===== src/rtl/mem_port_arbiter.sv =====
// Arbiter/sequencer for the single-port memory shared by fetch (IF) and the MEM stage.
// Optional macro MEM_ARB_RR_EN: round-robin on conflicts instead of fixed MEM-over-IF priority.
module mem_port_arbiter #(
  parameter int ADDR_W = 32,
  parameter int DATA_W = 32,
  parameter int RD_LAT = 2
) (
  input  logic                clk,
  input  logic                rst,
  input  logic                if_req,
  input  logic [ADDR_W-1:0]   if_addr,
  output logic                if_done,
  output logic [DATA_W-1:0]   if_rdata,
  input  logic                mem_req,
  input  logic                mem_we,
  input  logic [DATA_W/8-1:0] mem_be,
  input  logic [ADDR_W-1:0]   mem_addr,
  input  logic [DATA_W-1:0]   mem_wdata,
  output logic                mem_done,
  output logic [DATA_W-1:0]   mem_rdata,
  output logic                ram_en,
  output logic                ram_we,
  output logic [DATA_W/8-1:0] ram_be,
  output logic [ADDR_W-1:0]   ram_addr,
  output logic [DATA_W-1:0]   ram_wdata,
  input  logic [DATA_W-1:0]   ram_rdata,
  output logic                stall_if,
  output logic                stall_mem
);

  localparam int BE_W  = DATA_W / 8;
  localparam int CNT_W = $clog2(RD_LAT + 1);

  typedef enum logic {IDLE, RD_WAIT} state_t;

  state_t           state_q, state_d;
  logic [CNT_W-1:0] cnt_q, cnt_d;
  logic             owner_mem_q, owner_mem_d;
  logic             prio_mem;
  logic             grant_mem, grant_if;
  logic             rd_done;

`ifdef MEM_ARB_RR_EN
  // Remembers whether the most recent grant went to MEM; consulted only on conflicts.
  logic last_mem_q;
  always_ff @(posedge clk) begin
    if (rst)         last_mem_q <= 1'b0;
    else if (ram_en) last_mem_q <= grant_mem;
  end
  assign prio_mem = ~last_mem_q;
`else
  assign prio_mem = 1'b1;
`endif

  assign grant_mem = !rst && (state_q == IDLE) && mem_req && (!if_req || prio_mem);
  assign grant_if  = !rst && (state_q == IDLE) && if_req && !grant_mem;
  assign rd_done   = !rst && (state_q == RD_WAIT) && (cnt_q == CNT_W'(1));

  always_ff @(posedge clk) begin
    if (rst) begin
      state_q     <= IDLE;
      cnt_q       <= '0;
      owner_mem_q <= 1'b0;
    end else begin
      state_q     <= state_d;
      cnt_q       <= cnt_d;
      owner_mem_q <= owner_mem_d;
    end
  end

  always_comb begin
    state_d     = state_q;
    cnt_d       = cnt_q;
    owner_mem_d = owner_mem_q;
    ram_en      = 1'b0;
    ram_we      = 1'b0;
    ram_be      = '0;
    ram_addr    = '0;
    ram_wdata   = '0;
    if_done     = 1'b0;
    mem_done    = 1'b0;
    if_rdata    = '0;
    mem_rdata   = '0;
    if (grant_mem) begin
      ram_en    = 1'b1;
      ram_we    = mem_we;
      ram_be    = mem_be;
      ram_addr  = mem_addr;
      ram_wdata = mem_wdata;
      if (mem_we) begin
        mem_done = 1'b1;
      end else begin
        owner_mem_d = 1'b1;
        cnt_d       = CNT_W'(RD_LAT);
        state_d     = RD_WAIT;
      end
    end else if (grant_if) begin
      ram_en      = 1'b1;
      ram_be      = {BE_W{1'b1}};
      ram_addr    = if_addr;
      owner_mem_d = 1'b0;
      cnt_d       = CNT_W'(RD_LAT);
      state_d     = RD_WAIT;
    end
    if (!rst && state_q == RD_WAIT) begin
      if (cnt_q != '0) cnt_d = cnt_q - CNT_W'(1);
      // A zero count here can only come from corruption; fall back to IDLE rather than lock up.
      if (cnt_q <= CNT_W'(1)) state_d = IDLE;
    end
    if (rd_done) begin
      if (owner_mem_q) begin
        mem_done  = 1'b1;
        mem_rdata = ram_rdata;
      end else begin
        if_done  = 1'b1;
        if_rdata = ram_rdata;
      end
    end
  end

  assign stall_if  = !rst && if_req && !if_done;
  assign stall_mem = !rst && mem_req && !mem_done;

endmodule

===== config.mk =====
export PLATFORM = sky130hd
export DESIGN_NAME = mem_port_arbiter
export DESIGN_NICKNAME = d
export VERILOG_FILES = /design/src/rtl/mem_port_arbiter.sv
export SDC_FILE = /design/constraint.sdc
export NUM_CORES = 1
export LEC_CHECK = 0
export BUFFER_PORTS_ARGS = -buffer_cell sky130_fd_sc_hd__buf_2
export CAP_MARGIN = 20
export CELL_PAD_IN_SITES_DETAIL_PLACEMENT = 1
export CELL_PAD_IN_SITES_GLOBAL_PLACEMENT = 1
export CORE_MARGIN = 5
export CORE_UTILIZATION = 12
export CTS_BUF_LIST = sky130_fd_sc_hd__clkbuf_2 sky130_fd_sc_hd__clkbuf_4 sky130_fd_sc_hd__clkbuf_8
export CTS_CLUSTER_DIAMETER = 60
export DETAILED_ROUTE_END_ITERATION = 10
export PLACE_DENSITY_LB_ADDON = 0.12
export SETUP_SLACK_MARGIN = 0.4
export SLEW_MARGIN = 20
export SYNTH_ARGS = -nofsm -noshare
export SYNTH_HDL_FRONTEND = slang
export SYNTH_SLANG_ARGS = --single-unit
export TNS_END_PERCENT = 10

===== constraint.sdc =====
create_clock -name clk -period 1.2 [get_ports clk]
set_input_delay 0.06 -clock clk [delete_from_list [all_inputs] [get_ports clk]]
set_output_delay 0.06 -clock clk [all_outputs]
set_load 0.01 [all_outputs]

# Word-level counts from Yosys, hierarchy flattened
# Cells that the tools add are included.
dict set report totals {
  reg_bits 4
  in_bits 137
  out_inout_bits 138
  elab_cells 56
}
dict set report op_classes {
  n_addsub 1
  magnitude_cmp 1
  eq_ne 2
  mux 31
  bitwise_logic 1
  reduce_logical 17
}
# operator count
set ops {}
lappend ops {{$mux W32} 7}
lappend ops {{$mux W1} 17}
lappend ops {{$logic_and A1 B1 Y1} 10}
lappend ops {{$mux W2} 5}
lappend ops {{$mux W4} 2}
lappend ops {{$logic_not A1 Y1} 4}
lappend ops {{$reduce_bool A2 Y1} 2}
lappend ops {{$eq A2 B1 Y1 const B} 1}
lappend ops {{$le A2 B1 Y1 const B} 1}
lappend ops {{$ne A2 B2 Y1 const B} 1}
lappend ops {{$reduce_and A2 Y1} 1}
lappend ops {{$sub A2 B1 Y2 const B} 1}
lappend ops {{$not A1 Y1} 1}

# Longest topological paths before layout
dict set report logic_depth {
  word_depth 9
  mapped_depth 6
  depth_no_buf 3
}

# Least setup slack after synthesis
# OpenSTA, ideal clock, no wires.
dict set report synth_timing {
  path_type {register to output}
  start {reg state_q}
  end {out stall_mem}
  arrival_time_ns 1.307
  t_required_ns 1.140
  slack_ns -0.167
  path_stages_with_launch 6
  path_buffers 2
  cell_sequence {dfxtp_1 > buf_6 > nor2b_4 > and4b_1 > buf_2 > nor4b_1}
}
dict set report synth_between {
  elab_chain_len 8
  word_cells_on_any_way 10
  cone_classes {3 x mux; 1 x bitwise; 6 x reduce/logical}
}
# item line_no
set synth_rtl {}
lappend synth_rtl {{start: declaration} 36} ;# state_t state_q, state_d;
lappend synth_rtl {{start signal: assignment} 65} ;# state_q <= state_d;
lappend synth_rtl {{$not A1 Y1} 55} ;# assign grant_mem = !rst && (state_q == IDLE) && mem_req && (!if_req || prio_mem);
lappend synth_rtl {{$logic_and A1 B1 Y1 (2 in a row)} 55}
lappend synth_rtl {{$mux W1} 84} ;# if (grant_mem) begin
lappend synth_rtl {{$mux W1} 111} ;# if (owner_mem_q) begin
lappend synth_rtl {{$mux W1 *} 110} ;# if (rd_done) begin
lappend synth_rtl {{$logic_not A1 Y1 *} 122} ;# assign stall_mem = !rst && mem_req && !mem_done;
lappend synth_rtl {{$logic_and A1 B1 Y1 *} 122}
lappend synth_rtl {{end: declaration} 28} ;# output logic stall_mem
# Mark *: on every way between the ends. The rest lies on a longest branch, timed or not.

# Worst setup path after layout
# Same ends and word-level chain as after synthesis.

==> key figures <==
Clocking
  – CTS H-tree lvls: 1
  – CTS root buffer: clkbuf_8
  – CTS tree: yes
  – Num CTS Buffers: 3
  – Worst-path clk slew: 30 ps
  – Clk_lat worst skew: 220 ps
  – CTS Sinks: 4
  – Clk buf depth: 2

Synth
  – Largest family of logic cells by synthesized area: simple AND/OR/NAND/NOR gates
  – Synthesized area: 0.00131 mm²
  – Synth Area in Compound Gates: 0.273
  – Synth Warn #: 0
  – Post-synthesis adder-cell area fraction: 0
  – Post-synthesis cell count: 181
  – Library cells used by synthesis: 25
  – Syn Nets: 318
  – Xor/xnor share of the synthesized area: 0
  – Register area share after synthesis: 0.0612
  – Syn avg cell area: 7.22 µm²
  – Multiplexer area fraction after synthesis: 0
  – Register bit count reported by yosys: 4
  – Post-synthesis simple-gate area fraction: 0.562

Die
  – Die Area: 0.0131 mm²
  – Num rows: 38
  – Die height: 114 µm
  – Initial Utilization: 0.122
  – Core Area: 0.0107 mm²
  – Die X: 114 µm
  – I/O pin total: 275

STA
  – Final setup violation count: 137
  – Worst Hold Margin: 251 ps
  – Fmax: 647 MHz
  – Fin crit period: 1550 ps
  – Final hold viol count: 0
  – Max_slew headroom: 0.824
  – Post-Route Skew: 4.59 ps
  – Max-slew violation count: 0
  – Worst Setup Slack, final: -347 ps
  – Final period utilization: 1.29
  – RSZ-0062 raised after global routing: true
  – Slew @ Worst Pin: 262 ps

Global routing
  – Total gr overflow: 0
  – Vias in the first global route: 2,446
  – Tot GR Track Use: 0.129
  – Initial antenna violation count: 2
  – Largest net degree at the start of global routing: 37
  – First-pass GRT wire length: 13,500 µm

Detailed routing
  – DRT Wirelength: 9710 µm
  – DR vias: 2,463
  – DRT Pass-1 Iters: 4
  – Via-to-Cell Ratio: 4.08
  – Routed len/inst: 16.1 µm
  – DRC viols: 0
  – DRT antenna net count: 0
  – DR iter-0 viols: 45

Setup path
  – Critical path launch point type: flip-flop
  – R2R setup slack: 210 ps
  – Setup CP Type: flip-flop to primary output
  – Crit path buffers/inverters: 2
  – Required time at the worst-slack endpoint: 1140 ps
  – CP delay by family, top: simple AND/OR/NAND/NOR gates
  – Worst path cell trace: nor2b_4, and4b_2, buf_12, nor4b_2, buf_2
  – CP peak stage delay: 320 ps
  – CP endpoint kind: primary output
  – Critical path fanouts, max: 16
  – CP max-delay cell: dfxtp_2
  – Critical Path AT: 1490 ps

Place
  – Worst slack, placed: -164 ps
  – Number of port buffers: 274
  – Post-DP HPWL: 8130 µm
  – Final Wtd Congestion: 0.763
  – Placed cells: 593
  – Placed Instance Area: 0.00292 mm²

Pwr
  – Peak supply drop: 0.167 mV
  – Static Leak: 2.07 nW
  – Pwr Density: 394 mW/mm²

Cells and area
  – Fin area: 0.00339 mm²
  – Finished Core Util: 0.315
  – Fill count: 1,373
  – Layout Nets: 602
  – Final Non-Filler Cells: 604
  – Layout area overhead: 159%
  – Share of layout cells above drive strength 1: 0.717

Worst hold path
  – HP Class: input pin to flip-flop

Run status
  – Failing checks: setup timing
  – Status: finished, violations left

Job
  – Max-cap violations: 0
[per-stage QoR]
step	power (mW)	setup TNS (ps)
2_1_floorplan	0.466	-5290
3_3_place_gp	0.888	-11020
3_5_place_dp	0.899	-12620
4_1_cts	1.28	-42100
5_1_grt	1.43	-50380
6_report	1.34	-38410
[registers in the layout, indices dropped and copies added, names as in the netlist]
register / flops
cnt_q: 2
owner_mem_q: 1
state_q: 1
[final timing paths]
path / from / end / cells past startpoint
worst min-delay path: mem_we / cnt_q[0] / 3
worst max register to register: state_q / cnt_q[0] / 5
worst min register to register: cnt_q[0] / cnt_q[0] / 3
worst max-delay path: state_q / stall_mem / 5
[per-layer routing]
metal  GRT usage  share of wire  up-vias
li1            -              -     1183
met1       0.125           0.31     1093
met2       0.253           0.55      173
met3      0.0444           0.12       12
met4      0.0404          0.019        2
met5           0         0.0021        -
[synthesized netlist by cell type]
| cell | number | share of area |
|---|---|---|
| buf_4 | 3 | 0.017 |
| and4bb_2 | 1 | 0.0096 |
| nand3b_1 | 1 | 0.0057 |
| o21ai_0 | 3 | 0.011 |
| nor4_4 | 1 | 0.016 |
| buf_2 | 5 | 0.019 |
| a21oi_1 | 3 | 0.011 |
| nor2_1 | 3 | 0.0086 |
| a21o_1 | 4 | 0.023 |
| o21a_1 | 1 | 0.0057 |
| and2_1 | 97 | 0.46 |
| nor3b_2 | 1 | 0.0096 |
| nor2b_1 | 1 | 0.0048 |
| clkbuf_2 | 5 | 0.019 |
| or2_2 | 1 | 0.0048 |
| and4b_1 | 1 | 0.0077 |
| dfxtp_1 | 4 | 0.061 |
| a22o_1 | 33 | 0.22 |
| nand2_1 | 2 | 0.0057 |
| clkbuf_1 | 1 | 0.0029 |
| buf_6 | 5 | 0.043 |
| nor2b_4 | 1 | 0.011 |
| inv_1 | 1 | 0.0029 |
| nor3_1 | 2 | 0.0077 |
| nor4b_1 | 1 | 0.0067 |
[worst reg2reg max path, stage by stage (launching register included)]
cell and delay, ps:
dfxtp_2 320, buf_6 120, buf_4 150, nor2_1 130, nand2_1 60, o21ai_0 120
[cells in the final DEF, fill, tap and decap left out]
master / n
nand2_1: 2
a21o_1: 4
buf_6: 32
diode_2: 1
o21ai_0: 2
inv_1: 1
dfxtp_1: 3
and4bb_4: 1
o21ai_1: 1
buf_4: 11
clkbuf_8: 3
nor4_4: 1
nor2b_1: 1
or2_4: 1
buf_16: 3
a22o_1: 33
buf_12: 3
and2_1: 76
nor3b_4: 1
buf_8: 1
dfxtp_2: 1
a21oi_1: 3
nor2b_4: 1
nand3b_1: 1
o21a_1: 1
nor3_4: 1
nor4b_2: 1
nor3_2: 1
and2_4: 21
and4b_2: 1
buf_2: 245
clkbuf_16: 3
nor2_1: 3
[kinds of logic after synthesis]
logic type | Yosys count
and+or+nand+nor | 113
AOI/OAI and AO/OA | 44
DFF | 4
buffers and inverters | 20
[power breakdown]
group | leakage [nW] | internal [mW] | switching [mW]
sequential | 0.0333 | 0.146 | 0.00762
clock | 0.0216 | 0.214 | 0.0707
combinational | 2.01 | 0.517 | 0.380
[area by class of cell]
cell class	count	area (µm²)	share of cell area
repair buffers	298	1900	0.562
flip-flops and latches	4	81.3	0.0240
multi-input cells	157	1180	0.348
inverters	1	3.75	0.00111
diodes	1	2.50	0.000739
clock buffers	3	41.3	0.0122
well taps	140	175	0.0517
[timing repair]
item / 4_1_cts / 5_1_grt
gates cloned: 2 / 4
gates resized for setup: 24 / 42
pin swaps: 11 / 44
hold buffers: 0 / 0
setup endpoints to repair: 142 / 142
buffers inserted: 1 / 0
No activity file was read; power rests on OpenSTA's default activity.
